===== config.mk =====
export PLATFORM = sky130hd
export DESIGN_NAME = fp_addsub_unit
export DESIGN_NICKNAME = d
export VERILOG_FILES = /design/src/rtl/fp_addsub_unit.sv
export SDC_FILE = /design/constraint.sdc
export NUM_CORES = 1
export LEC_CHECK = 0
export ABC_CLOCK_PERIOD_IN_PS = 28300
export BUFFER_PORTS_ARGS = -buffer_cell sky130_fd_sc_hd__buf_2
export CAP_MARGIN = 15
export CORE_MARGIN = 8
export CORE_UTILIZATION = 43
export DETAILED_ROUTE_END_ITERATION = 10
export PLACE_DENSITY = 0.67
export SETUP_SLACK_MARGIN = 0.3
export SLEW_MARGIN = 40
export SYNTH_ARGS = -nofsm -noshare
export SYNTH_HDL_FRONTEND = slang
export SYNTH_SLANG_ARGS = --single-unit

===== constraint.sdc =====
create_clock -name clk -period 28.3 [get_ports clk]
set_input_delay 2.83 -clock clk [delete_from_list [all_inputs] [get_ports clk]]
set_output_delay 2.83 -clock clk [all_outputs]
set_load 0.02 [all_outputs]

===== src/rtl/fp_addsub_unit.sv =====
// rtl/fp_addsub_unit.sv - IEEE-754 binary32 add/subtract unit, fixed 5-edge latency
//
// Purpose: services add (alu_control=00) and sub (01) requests from the FPU
// controller. Operands are latched on an accepted start and processed through
// ALIGN -> ADD -> NORM -> ROUND -> DONE. Rounding is round-to-nearest-even;
// denormal inputs are flushed to zero.
//
// Ports:
//   clk, rst          clock, asynchronous active-high reset
//   start             start pulse (start_alu)
//   alu_control[1:0]  00 add, 01 sub, 1x ignored
//   a, b [31:0]       binary32 operands
//   result [31:0]     binary32 result, held until the next accepted start
//   done              one-cycle completion pulse, 5 edges after the start edge
//   busy              high from accept through the done cycle
//   flag_*            overflow / underflow / invalid / inexact, held with result
module fp_addsub_unit #(
  parameter logic [31:0] QNAN = 32'h7FC00000
) (
  input  logic        clk,
  input  logic        rst,
  input  logic        start,
  input  logic [1:0]  alu_control,
  input  logic [31:0] a,
  input  logic [31:0] b,
  output logic [31:0] result,
  output logic        done,
  output logic        busy,
  output logic        flag_overflow,
  output logic        flag_underflow,
  output logic        flag_invalid,
  output logic        flag_inexact
);

  typedef enum logic [2:0] {S_IDLE, S_ALIGN, S_ADD, S_NORM, S_ROUND, S_DONE} state_t;

  state_t state_q, state_d;
  logic        done_q;
  logic [31:0] result_q;
  logic [3:0]  flags_q;   // {overflow, underflow, invalid, inexact}
  logic        accept;

  // Pipeline-stage registers (no reset needed: only consumed after an accept)
  logic [31:0]       op_a_q, op_b_q;        // op_b_q already sign-flipped for sub
  logic [26:0]       xs_q, ys_q;            // {sig, G, R, S}
  logic              sign_q, eff_sub_q;
  logic signed [9:0] exp_q;
  logic              spec_q, spec_inv_q;
  logic [31:0]       spec_res_q;
  logic [27:0]       sum_q;
  logic [26:0]       norm_m_q;
  logic signed [9:0] norm_e_q;
  logic              zero_q;

  // done is registered off the DONE state so the pulse lands one edge later,
  // giving the fixed 5-edge start-to-done latency; start is still refused then.
  assign accept = (state_q == S_IDLE) && !done_q && start && !alu_control[1];

  // ---------------- FSM: state register ----------------
  always_ff @(posedge clk or posedge rst) begin
    if (rst) begin
      state_q <= S_IDLE;
      done_q  <= 1'b0;
    end else begin
      state_q <= state_d;
      done_q  <= (state_q == S_DONE);
    end
  end

  // ---------------- FSM: next state ----------------
  always_comb begin
    state_d = state_q;
    case (state_q)
      S_IDLE:  if (accept) state_d = S_ALIGN;
      S_ALIGN: state_d = S_ADD;
      S_ADD:   state_d = S_NORM;
      S_NORM:  state_d = S_ROUND;
      S_ROUND: state_d = S_DONE;
      S_DONE:  state_d = S_IDLE;
      default: state_d = S_IDLE;
    endcase
  end

  // ---------------- FSM: outputs ----------------
  always_comb begin
    busy = (state_q != S_IDLE) || done_q;
    done = done_q;
  end

  // ---------------- ALIGN: unpack, swap, shift, specials ----------------
  logic [7:0]  a_exp, b_exp, x_exp, y_exp, diff;
  logic [23:0] a_sig, b_sig, x_sig, y_sig;
  logic        a_nan, b_nan, a_inf, b_inf, swap, x_sign, y_sign;
  logic [26:0] y_ext, y_al;
  logic        spec_d, spec_inv_d;
  logic [31:0] spec_res_d;

  always_comb begin
    a_exp = op_a_q[30:23];
    b_exp = op_b_q[30:23];
    a_sig = (a_exp != 8'd0) ? {1'b1, op_a_q[22:0]} : 24'd0;
    b_sig = (b_exp != 8'd0) ? {1'b1, op_b_q[22:0]} : 24'd0;
    a_nan = (a_exp == 8'hFF) && (op_a_q[22:0] != 23'd0);
    b_nan = (b_exp == 8'hFF) && (op_b_q[22:0] != 23'd0);
    a_inf = (a_exp == 8'hFF) && (op_a_q[22:0] == 23'd0);
    b_inf = (b_exp == 8'hFF) && (op_b_q[22:0] == 23'd0);
    // Magnitude compare on the flushed operands
    swap   = {b_exp, b_sig[22:0]} > {a_exp, a_sig[22:0]};
    x_exp  = swap ? b_exp : a_exp;
    y_exp  = swap ? a_exp : b_exp;
    x_sig  = swap ? b_sig : a_sig;
    y_sig  = swap ? a_sig : b_sig;
    x_sign = swap ? op_b_q[31] : op_a_q[31];
    y_sign = swap ? op_a_q[31] : op_b_q[31];
    diff   = x_exp - y_exp;
    y_ext  = {y_sig, 3'b000};
    if (diff > 8'd26) begin
      y_al = {26'd0, |y_sig};
    end else begin
      y_al    = y_ext >> diff[4:0];
      y_al[0] = y_al[0] | (|(y_ext & ((27'd1 << diff[4:0]) - 27'd1)));
    end
    spec_d     = 1'b1;
    spec_inv_d = 1'b0;
    spec_res_d = QNAN;
    if (a_nan || b_nan || (a_inf && b_inf && (op_a_q[31] != op_b_q[31])))
      spec_inv_d = 1'b1;
    else if (a_inf)
      spec_res_d = op_a_q;
    else if (b_inf)
      spec_res_d = op_b_q;
    else
      spec_d = 1'b0;
  end

  // ---------------- NORM: leading-zero count ----------------
  logic [4:0] lz;
  logic       lz_found;
  always_comb begin
    lz       = 5'd0;
    lz_found = 1'b0;
    for (int i = 26; i >= 0; i--) begin
      if (!lz_found) begin
        if (sum_q[i]) lz_found = 1'b1;
        else          lz = lz + 5'd1;
      end
    end
  end

  // ---------------- ROUND: RNE and range check ----------------
  logic              rnd_inc, rnd_inx;
  logic [24:0]       rnd_m;
  logic signed [9:0] rnd_e;
  logic [31:0]       res_d;
  logic [3:0]        flags_d;

  always_comb begin
    rnd_inc = norm_m_q[2] & (norm_m_q[1] | norm_m_q[0] | norm_m_q[3]);
    rnd_inx = |norm_m_q[2:0];
    rnd_m   = {1'b0, norm_m_q[26:3]} + {24'd0, rnd_inc};
    rnd_e   = norm_e_q + {9'd0, rnd_m[24]};
    res_d   = {sign_q, rnd_e[7:0], rnd_m[24] ? 23'd0 : rnd_m[22:0]};
    flags_d = {3'b000, rnd_inx};
    if (spec_q) begin
      res_d   = spec_res_q;
      flags_d = {2'b00, spec_inv_q, 1'b0};
    end else if (zero_q) begin
      // Exact zero: negative only when both addends were negative zeros
      res_d   = {sign_q & ~eff_sub_q, 31'd0};
      flags_d = 4'b0000;
    end else if (rnd_e >= 10'sd255) begin
      res_d   = {sign_q, 8'hFF, 23'd0};
      flags_d = 4'b1001;
    end else if (rnd_e <= 10'sd0) begin
      res_d   = {sign_q, 31'd0};
      flags_d = 4'b0101;
    end
  end

  // ---------------- Datapath stage registers ----------------
  always_ff @(posedge clk) begin
    if (accept) begin
      op_a_q <= a;
      op_b_q <= {b[31] ^ alu_control[0], b[30:0]};
    end
    if (state_q == S_ALIGN) begin
      xs_q       <= {x_sig, 3'b000};
      ys_q       <= y_al;
      sign_q     <= x_sign;
      eff_sub_q  <= x_sign ^ y_sign;
      exp_q      <= {2'b00, x_exp};
      spec_q     <= spec_d;
      spec_inv_q <= spec_inv_d;
      spec_res_q <= spec_res_d;
    end
    if (state_q == S_ADD)
      sum_q <= eff_sub_q ? ({1'b0, xs_q} - {1'b0, ys_q}) : ({1'b0, xs_q} + {1'b0, ys_q});
    if (state_q == S_NORM) begin
      zero_q <= (sum_q == 28'd0);
      if (sum_q[27]) begin
        norm_m_q <= {sum_q[27:2], sum_q[1] | sum_q[0]};
        norm_e_q <= exp_q + 10'sd1;
      end else begin
        norm_m_q <= sum_q[26:0] << lz;
        norm_e_q <= exp_q - $signed({5'd0, lz});
      end
    end
  end

  // ---------------- Result / flags ----------------
  always_ff @(posedge clk or posedge rst) begin
    if (rst) begin
      result_q <= 32'd0;
      flags_q  <= 4'd0;
    end else if (state_q == S_ROUND) begin
      result_q <= res_d;
      flags_q  <= flags_d;
    end
  end

  assign result         = result_q;
  assign flag_overflow  = flags_q[3];
  assign flag_underflow = flags_q[2];
  assign flag_invalid   = flags_q[1];
  assign flag_inexact   = flags_q[0];

endmodule

Word-level counts from Yosys, hierarchy flattened
Cells that the tools add are included.
Widths: inputs -> output; s select.
{"block": "word_totals", "register_bits": 265, "input_bits": 69, "output_inout_bits": 38, "elab_cells": 238}
{"block": "op_classes", "addsub": 34, "n_lt_le_gt_ge": 4, "n_eq_ne": 9, "shifts": 3, "mux": 131, "bitwise_logic": 10, "reduce_logical": 27}
{"op": "$mux 5", "count": 52}
{"op": "$add 5x1->5 const B", "count": 26}
{"op": "$mux 32", "count": 4}
{"op": "$mux 24", "count": 4}
{"op": "$mux 31", "count": 2}
{"op": "$mux 1", "count": 57}
{"op": "$logic_not 23->1", "count": 2}
{"op": "$reduce_bool 23->1", "count": 2}
{"op": "$gt 31x31->1", "count": 1}
{"op": "$add 27x27->28", "count": 1}
{"op": "$logic_not 28->1", "count": 1}
{"op": "$mux 28", "count": 1}
{"op": "$sub 27x27->28", "count": 1}
{"op": "$and 27x27->27", "count": 1}
{"op": "$reduce_or 27->1", "count": 1}
{"op": "$shl 1x5->27 const A", "count": 1}
{"op": "$shl 27x5->27", "count": 1}
{"op": "$shr 27x5->27", "count": 1}
{"op": "$sub 27x1->27 const B", "count": 1}
{"op": "$mux 26", "count": 1}
{"op": "$add 24x1->25", "count": 1}
{"op": "$reduce_or 24->1", "count": 1}
{"op": "$mux 23", "count": 1}
{"op": "$eq 8x8->1 const B", "count": 2}
{"op": "29 further kinds", "count": 52}

Longest topological paths before layout
Gate-level depths: netlist of run 1.
{"block": "depth", "ltp_word": 81, "mapped_depth": 76, "mapped_depth_nobuf": 74}

Least setup slack after synthesis of run 1
OpenSTA, ideal clock, no wires.
{"block": "synth_timing", "path_type": "flip-flop to flip-flop", "startpoint": "reg sum_q[26]", "endpoint": "reg norm_e_q[5] (data pin)", "setup_ps": 270, "arrival_time_ps": 13113, "required_time_ps": 28030, "path_slack_ps": 14917, "path_stages_with_launch": 77, "n_path_buf": 4, "period_less_slack_ps": 13383, "cell_sequence": "edfxtp_1 -> buf_2 -> or2_1 -> buf_4 -> inv_1 -> ha_1 -> nor3_1 -> nor2_1 -> ha_1 -> nand2b_1 -> a2111oi_4 -> nor2_1 -> ha_1 -> o311a_1 -> a21oi_1 -> ha_1 -> mux2i_1 -> nand2_1 -> [... 41 more ...] -> nand2b_1 -> a31oi_1 -> ha_1 -> nor2b_1 -> xnor2_1 -> nor2_1 -> xnor2_1 -> nor2_1 -> xnor2_1 -> buf_1 -> clkbuf_1 -> ha_1 -> a21o_1 -> and2_1 -> o21ai_0 -> inv_1 -> o32ai_1 -> xor2_1"}
{"block": "synth_between", "elab_chain_cells": 81}
{"element": "from (decl)", "line_no": "50", "text": "logic [27:0] sum_q;"}
{"element": "from (signal assigned)", "line_no": "197", "text": "sum_q <= eff_sub_q ? ({1'b0, xs_q} - {1'b0, ys_q}) : ({1'b0, xs_q} + {1'b0, ys_q});"}
{"element": "$mux 1", "line_no": "144", "text": "if (sum_q[i]) lz_found = 1'b1;"}
{"element": "$add 5x1->5", "line_no": "145", "text": "else lz = lz + 5'd1;"}
{"element": "$mux 5", "line_no": "144"}
{"element": "$mux 5", "line_no": "143", "text": "if (!lz_found) begin"}
{"element": "$add 5x1->5", "line_no": "145"}
{"element": "$mux 5", "line_no": "144"}
{"element": "$mux 5", "line_no": "143"}
{"element": "$add 5x1->5", "line_no": "145"}
{"element": "[... 65 more ...]"}
{"element": "$add 5x1->5", "line_no": "145"}
{"element": "$mux 5", "line_no": "144"}
{"element": "$mux 5", "line_no": "143"}
{"element": "$add 5x1->5", "line_no": "145"}
{"element": "$mux 5", "line_no": "144"}
{"element": "$mux 5 (*)", "line_no": "143"}
{"element": "$sub 8x5->9 (*)", "line_no": "205", "text": "norm_e_q <= exp_q - $signed({5'd0, lz});"}
{"element": "$mux 10 (*)", "line_no": "200", "text": "if (sum_q[27]) begin"}
{"element": "to (signal assigned)", "line_no": "202", "text": "norm_e_q <= exp_q + 10'sd1;"}
{"element": "to (signal assigned)", "line_no": "205"}
{"element": "to (decl)", "line_no": "52", "text": "logic signed [9:0] norm_e_q;"}
Every way passes the cells marked *; elsewhere a longest branch is shown, timed or not.
A chain may end at the register's enable or synchronous reset.

Final worst setup path of run 1
Ends and elaborated chain as after synthesis.

==> out/metrics.cfg, run 1 <==
[outcome]
status = complete, no violations

[route]
vias = 17100
dr.pass1.iters = 7
dr_wl_met3_um = 2960
avgRoutedWirePerCell_um = 18.6
ant_nets = 0
drt_iter0_drc = 1447
drc = 0
routed_wl_um = 54300
met1_length_um = 23300
avgViaCountPerCell = 5.86
dr.max_layer_used = met4
dr_wl_met2_um = 26100

[power]
ir_worst_vdd_uv = 75.2
swShare = 0.451
p_leak_nw = 9.03
power-per-cell-area_nw_per_um2 = 106
p_clk_frac = 0.156
p_sw_mw = 1.07
combPwrFrac = 0.538
p_int_mw = 1.30
seqPwrFrac = 0.306

[timing]
fin_crit_ns = 15.68
relSlewSlack = 0.429
clock_skew_ns = 0.0173
worstMarginPinSlew_ns = 0.848
hold_ws_ns = 0.479
min_period_over_period = 0.554
rsz0062_at_grt = false
finalHoldViolCount = 0
max_clock_freq_ghz = 0.0638
tns_ns = 0
setup_viol = 0
slew_violations = 0

[worst_setup_path]
cpPeakStageDelay_ns = 0.48
crit_required_ns = 28.59
path_class = flip-flop to flip-flop
cp_slowest_cell = edfxtp_1
cp-end-kind = flip-flop
crit_fanout = 47
rrSetupSlack_ns = 12.62
crit_path_frequent_cell = ha_1
cp_data_arrival_time_ns = 15.97
cp-start-kind = flip-flop

[clocking]
root_buffer = clkbuf_16
cts_setup_buffers = 0
cts_tree = built
clkTransAtPathRegs_ns = 0.06
cts_buffers = 28
holdBufCountCts = 0
insertion_delay_ns = 0.56
cts-resized-gates = 0
cts.sinks = 265
clock_path_buffers = 3
ctsHtreeMaxLevel = 1

[synthesis]
synth_area_leaders = edfxtp_1 33%, ha_1 7.0%, mux2i_1 5.2%
synth_cell_types = 93
syn_area_per_cell_um2 = 9.10
synth.top_cell.area_share = 0.333
syn_inst = 2229
ys_seq_elements = 265
synth_edf_count = 225
synthFlopType = edfxtp_1
ys_seq_area_frac = 0.382
yosys.area.top_type = edfxtp_1
syn_area_um2 = 20300
async_reset_ff_frac = 0.151
yosysWarningCount = 0

[die]
initial_core_util = 0.436
core_area_um2 = 46600
io_pins = 107
fp.dieH_um = 233
die_area_um2 = 54400
fp.dieW_um = 233
row_count = 79

[placement]
dp.cells = 2871
finalWeightedCongestion = 0.942
dpl.hpwl_um = 41800
port_buffers = 106

[grt]
grt_max_degree = 66
grt_overflow_total = 0
antenna_found_initial = 0
track_usage = 0.193
grt_pass1_wl_um = 86600
grt_pass1_vias = 16300

[layout]
nets = 2478
syn_to_final_growth_pct = 10.4
drive_gt1_frac = 0.108
layout_commonest_cell = nand2_1
n_fill_cell = 4375
final_cell_mix = 234 x nand2_1, 225 x edfxtp_1, 216 x nor2_1
layout.cells.non_filler = 2922
diodes = 0

[min_path]
hp-class = flip-flop to flip-flop

[flow_run]
maxCapViolCount = 0

## metal layers
metal  global-route usage  vias to the layer above
li1                     -                     8277
met1                0.249                     8142
met2                0.330                      575
met3               0.0233                      120
met4               0.0716                        0
met5                    0                        -
## area by class of cell
| class | count | area, um^2 | area share |
|---|---|---|---|
| clock buffer | 39 | 783 | 0.0350 |
| clock inverter | 12 | 146 | 0.00654 |
| inverter | 103 | 387 | 0.0173 |
| multi-input combinational | 1765 | 11800 | 0.528 |
| sequential | 265 | 7760 | 0.346 |
| tap | 607 | 759 | 0.0339 |
| timing repair buffer | 131 | 734 | 0.0328 |
## Yosys cell counts (8+ instances only)
library cell and number:
or2_2 9, or3_1 14, a22oi_1 10, o211ai_1 22, mux2_2 16, o221ai_1 11, a221oi_1 26, inv_1 97
nor4_1 24, and3_1 29, nand3_1 62, o21ai_0 183, clkbuf_1 94, nor2_1 218, a21oi_1 114, mux4_2 14
o22ai_1 13, buf_2 8, xor2_1 42, a31oi_1 15, nor2b_1 25, nand4_1 26, nand3b_1 11, o31ai_1 10
mux2i_1 106, dfrtp_1 40, edfxtp_1 225, nor3_1 57, a21o_1 35, nand2b_1 29, o21bai_1 10, buf_1 18
o21a_1 16, and2_1 29, a211oi_1 18, nand2_1 236, ha_1 113, xnor2_1 70
## state kept, by name, indices dropped and copies added (netlist names), 3 cells and up
name	flops
ys_q	27
norm_e_q	10
op_a_q	32
exp_q	8
state_q	3
xs_q	24
sum_q	28
op_b_q	32
result	32
norm_m_q	27
flags_q	4
spec_res_q	32
## metrics by stage
step	cell area, um^2	worst slack [ns]	utilization	power [mW]
3_5_place_dp	21500	12.85	0.461	1.99
2_1_floorplan	20400	14.92	-	1.65
4_1_cts	22400	12.78	0.481	2.37
5_1_grt	22400	11.17	0.481	2.53
6_report	22400	12.62	0.481	2.37
3_3_place_gp	21400	13.39	0.460	1.96
## cells by family (layout without fill, tap and decap cells)
group           count (synthesis)  count (layout)  share of synthesized area
flops                         265             265                      0.382
mux                           138             138                     0.0780
buf+inv                       227             285                     0.0434
simple gates                  805             805                      0.190
xor+xnor                      120             120                     0.0575
compound gates                553             553                      0.174
other cells                     2              30                   0.000370
fa+ha+maj                     119             119                     0.0737
## power by group through the flow
stage / clock (mW) / combinational, mW / sequential [mW]
finish: 0.371 / 1.28 / 0.725
global route: 0.393 / 1.40 / 0.739
CTS: 0.378 / 1.26 / 0.724
detailed placement: 0 / 1.26 / 0.730
global placement: 0 / 1.23 / 0.727
floorplan: 0 / 0.956 / 0.696
## path summary, 6_finish.rpt
path / to / depth (start not counted) / startpoint
min reg2reg: flags_q[2]$_DFFE_PP0N_ / 2 / flags_q[2]$_DFFE_PP0N_
min in group asynchronous: state_q[1]$_DFFE_PP0P_ / 3 / rst
max: norm_e_q[5]$_DFFE_PN_ / 74 / sum_q[26]$_DFFE_PN_
max reg2reg: norm_e_q[5]$_DFFE_PN_ / 74 / sum_q[26]$_DFFE_PN_
max in group asynchronous: result[17]$_DFFE_PP0N_ / 3 / rst
min: flags_q[2]$_DFFE_PP0N_ / 2 / flags_q[2]$_DFFE_PP0N_
## worst max-delay path: cells and delay by family, from the launching register on
kind | cells | cell delay, ns
AND/OR/NAND/NOR | 21 | 2.65
flip-flops | 1 | 0.48
buffers and inverters | 4 | 1.17
AO/OA/AOI/OAI | 26 | 4.76
adder cells (fa/ha/maj) | 15 | 4.97
multiplexers | 5 | 0.81
XOR/XNOR | 3 | 0.54
(Power assumes the default switching activity.)
==> run 2: changes to the inputs <==
--- a/config.mk
+++ b/config.mk
@@ -5,13 +5,13 @@
 export SDC_FILE = /design/constraint.sdc
 export NUM_CORES = 1
 export LEC_CHECK = 0
-export ABC_CLOCK_PERIOD_IN_PS = 28300
+export ABC_CLOCK_PERIOD_IN_PS = 12850
 export BUFFER_PORTS_ARGS = -buffer_cell sky130_fd_sc_hd__buf_2
 export CAP_MARGIN = 15
 export CORE_MARGIN = 8
 export CORE_UTILIZATION = 43
 export DETAILED_ROUTE_END_ITERATION = 10
-export PLACE_DENSITY = 0.67
+export PLACE_DENSITY = 0.7
 export SETUP_SLACK_MARGIN = 0.3
 export SLEW_MARGIN = 40
 export SYNTH_ARGS = -nofsm -noshare
==> constraint.sdc (replaced) <==
create_clock -name clk -period 12.85 [get_ports clk]
set_input_delay 1.285 -clock clk [delete_from_list [all_inputs] [get_ports clk]]
set_output_delay 1.285 -clock clk [all_outputs]
set_load 0.02 [all_outputs]
==> run 2 against run 1 <==
Critical path depth increased by 2. Wire length increased by 5.3%. Via count increased by 4.6%. Combinational power increased to 2.8 times the previous value. Clock power increased by 110%. Count of clock-buffer cells in the layout decreased by 7. Worst hold slack got worse by 0.012 ns. Die area unchanged. Design area increased by 6.5%. Critical endpoint unchanged.
==> out/metrics.cfg, run 2 (synthesis results as in run 1) <==
[layout]
diodes = 0  ; unchanged
nets = 2591  ; +4.6%
multi_input_area_um2 = 12400  ; +4.5%
layout_commonest_cell = nand2_1
finish.instance_area_um2 = 23900  ; +6.5%
finish.utilization = 0.512  ; +0.0314
n_fill_cell = 4179  ; -4.5%
syn_to_final_growth_pct = 17.6
final_cell_mix = 229 x nand2_1, 225 x edfxtp_1, 212 x nor2_1
register_area_um2 = 7760  ; unchanged
drive_gt1_frac = 0.184  ; +0.0769

[grt]
track_usage = 0.201  ; +0.00745
grt_pass1_vias = 17100  ; +4.9%
antenna_found_initial = 0  ; unchanged
grt_pass1_wl_um = 90100  ; +4.0%
grt_max_degree = 78  ; +18%
grt_overflow_total = 0  ; unchanged

[min_path]
hp-class = flip-flop to flip-flop
min-delay-start = flags_q[1]$_DFFE_PP0N_
hold_end = flags_q[1]$_DFFE_PP0N_
holdPathStages = 2  ; unchanged

[die]
row_count = 79  ; unchanged
fp.dieW_um = 233  ; unchanged
initial_core_util = 0.436  ; unchanged
die_area_um2 = 54400  ; unchanged
io_pins = 107  ; unchanged
core_area_um2 = 46600  ; unchanged
fp.dieH_um = 233  ; unchanged

[route]
ant_nets = 0  ; unchanged
dr.pass1.iters = 5  ; -2
drt_iter0_drc = 1613  ; +11%
vias = 17900  ; +4.6%
avgViaCountPerCell = 5.89  ; +0.65%
drc = 0  ; unchanged
avgRoutedWirePerCell_um = 18.8  ; +1.3%
routed_wl_um = 57200  ; +5.3%

[power]
power-per-cell-area_nw_per_um2 = 247  ; +130%
p_sw_mw = 2.61  ; +140%
power_mw = 5.90  ; +150%
ir_worst_vdd_uv = 138  ; +84%
p_clk_frac = 0.133  ; -0.023
swShare = 0.443  ; -0.00849
seqPwrFrac = 0.269  ; -0.037
p_leak_nw = 9.64  ; +6.8%
p_int_mw = 3.28  ; +150%
combPwrFrac = 0.597  ; +0.059

[worst_setup_path]
timing.rr.start = sum_q[26]$_DFFE_PN_
r2r_cells = 76  ; +2.7%
crit_path_frequent_cell = ha_1
cp-end-kind = flip-flop
crit_required_ns = 13.15  ; -15.44 ns
crit_fanout = 7  ; -85%
crit_start = sum_q[26]$_DFFE_PN_
cp_data_arrival_time_ns = 13.12  ; -2.85 ns
rr_endpoint = norm_e_q[5]$_DFFE_PN_
cp_slowest_cell = edfxtp_1
cp-start-kind = flip-flop
path_class = flip-flop to flip-flop
rrSetupSlack_ns = 0.03  ; -12.59 ns
cpPeakStageDelay_ns = 0.43  ; -0.05 ns

[timing]
tns_ns = 0  ; unchanged
clock_skew_ns = 0.0207  ; +0.00341 ns
finalHoldViolCount = 0  ; unchanged
fin_crit_ns = 12.82  ; -2.86 ns
relSlewSlack = 0.384  ; -0.0450
setup_viol = 0  ; unchanged
hold_ws_ns = 0.467  ; -0.0123 ns
rsz0062_at_grt = true
max_clock_freq_ghz = 0.0780  ; +22%
min_period_over_period = 0.998  ; +0.443
worstMarginPinSlew_ns = 0.916  ; +0.0680 ns
slew_violations = 0  ; unchanged

[clocking]
cts_tree = built
clock_path_buffers = 3  ; unchanged
insertion_delay_ns = 0.57  ; about the same
root_buffer = clkbuf_16
holdBufCountCts = 0  ; unchanged
cts.sinks = 265  ; unchanged
cts_buffers = 28  ; unchanged
clkTransAtPathRegs_ns = 0.06  ; about the same
ctsHtreeMaxLevel = 1  ; unchanged

[placement]
dpl.hpwl_um = 42000  ; +0.44%
placed_area_um2 = 21800  ; +1.5%
port_buffers = 106  ; unchanged
finalWeightedCongestion = 0.951  ; +0.94%

[outcome]
status = complete, no violations

[flow_run]
maxCapViolCount = 0  ; unchanged

run 2: worst max path at each step:
| stage | slack, ns | depth (start not counted) | to |
|---|---|---|---|
| after floorplan | 0.32 | 76 | norm_e_q[5]$_DFFE_PN_ |
| after global placement | 0.14 | 70 | norm_e_q[7]$_DFFE_PN_ |
| after detailed placement | -0.38 | 74 | norm_e_q[5]$_DFFE_PN_ |
| after CTS | 0.22 | 76 | norm_e_q[5]$_DFFE_PN_ |
| after global routing | -0.83 | 76 | norm_e_q[5]$_DFFE_PN_ |
| final | 0.03 | 76 | norm_e_q[5]$_DFFE_PN_ |
run 2: cell type report:
class | instances | share of cell area
Multi-Input combinational cell | 1765 | 0.518
Sequential cell | 265 | 0.325
Timing Repair Buffer | 244 | 0.0712
Tap cell | 607 | 0.0318
Clock buffer | 32 | 0.0308
Inverter | 103 | 0.0164
Clock inverter | 20 | 0.00671
run 2: timing repair:
item                       CTS  global route
setup endpoints to repair   36            36
cloned                       0             4
resized for setup           48            92
pin swaps                   54            38
buffers inserted            39            26
run 2: power by group through the flow:
stage	Clock [mW]	Combinational, mW	Sequential [mW]
after floorplan	0	2.12	1.53
after global routing	0.835	3.84	1.62
after global placement	0	2.88	1.57
final	0.785	3.52	1.59
after CTS	0.801	3.13	1.57
after detailed placement	0	2.93	1.58
run 2: worst max-delay path, delay by kind of cell (launching register included):
| kind | cells | cell delay, ns |
|---|---|---|
| flip-flops | 1 | 0.43 |
| buffers and inverters | 8 | 0.78 |
| AND/OR/NAND/NOR | 20 | 2.19 |
| XOR/XNOR | 3 | 0.46 |
| multiplexers | 5 | 0.71 |
| adder cells (fa/ha/maj) | 13 | 3.58 |
| AO/OA/AOI/OAI | 27 | 4.39 |
run 2: layer usage:
| layer | wire, um | track usage | vias to the layer above |
|---|---|---|---|
| li1 | - | - | 8506 |
| met1 | 23600 | 0.253 | 8526 |
| met2 | 28000 | 0.351 | 711 |
| met3 | 3290 | 0.0239 | 154 |
| met4 | 2320 | 0.0714 | 0 |
| met5 | 0 | 0 | - |
run 2: through the flow:
stage               setup WS [ns]  instances
global route               -0.833       3036
floorplan                   0.318       2257
detailed placement         -0.379       2914
global placement            0.145       2914
CTS                         0.217       3005
finish                     0.0310       3036
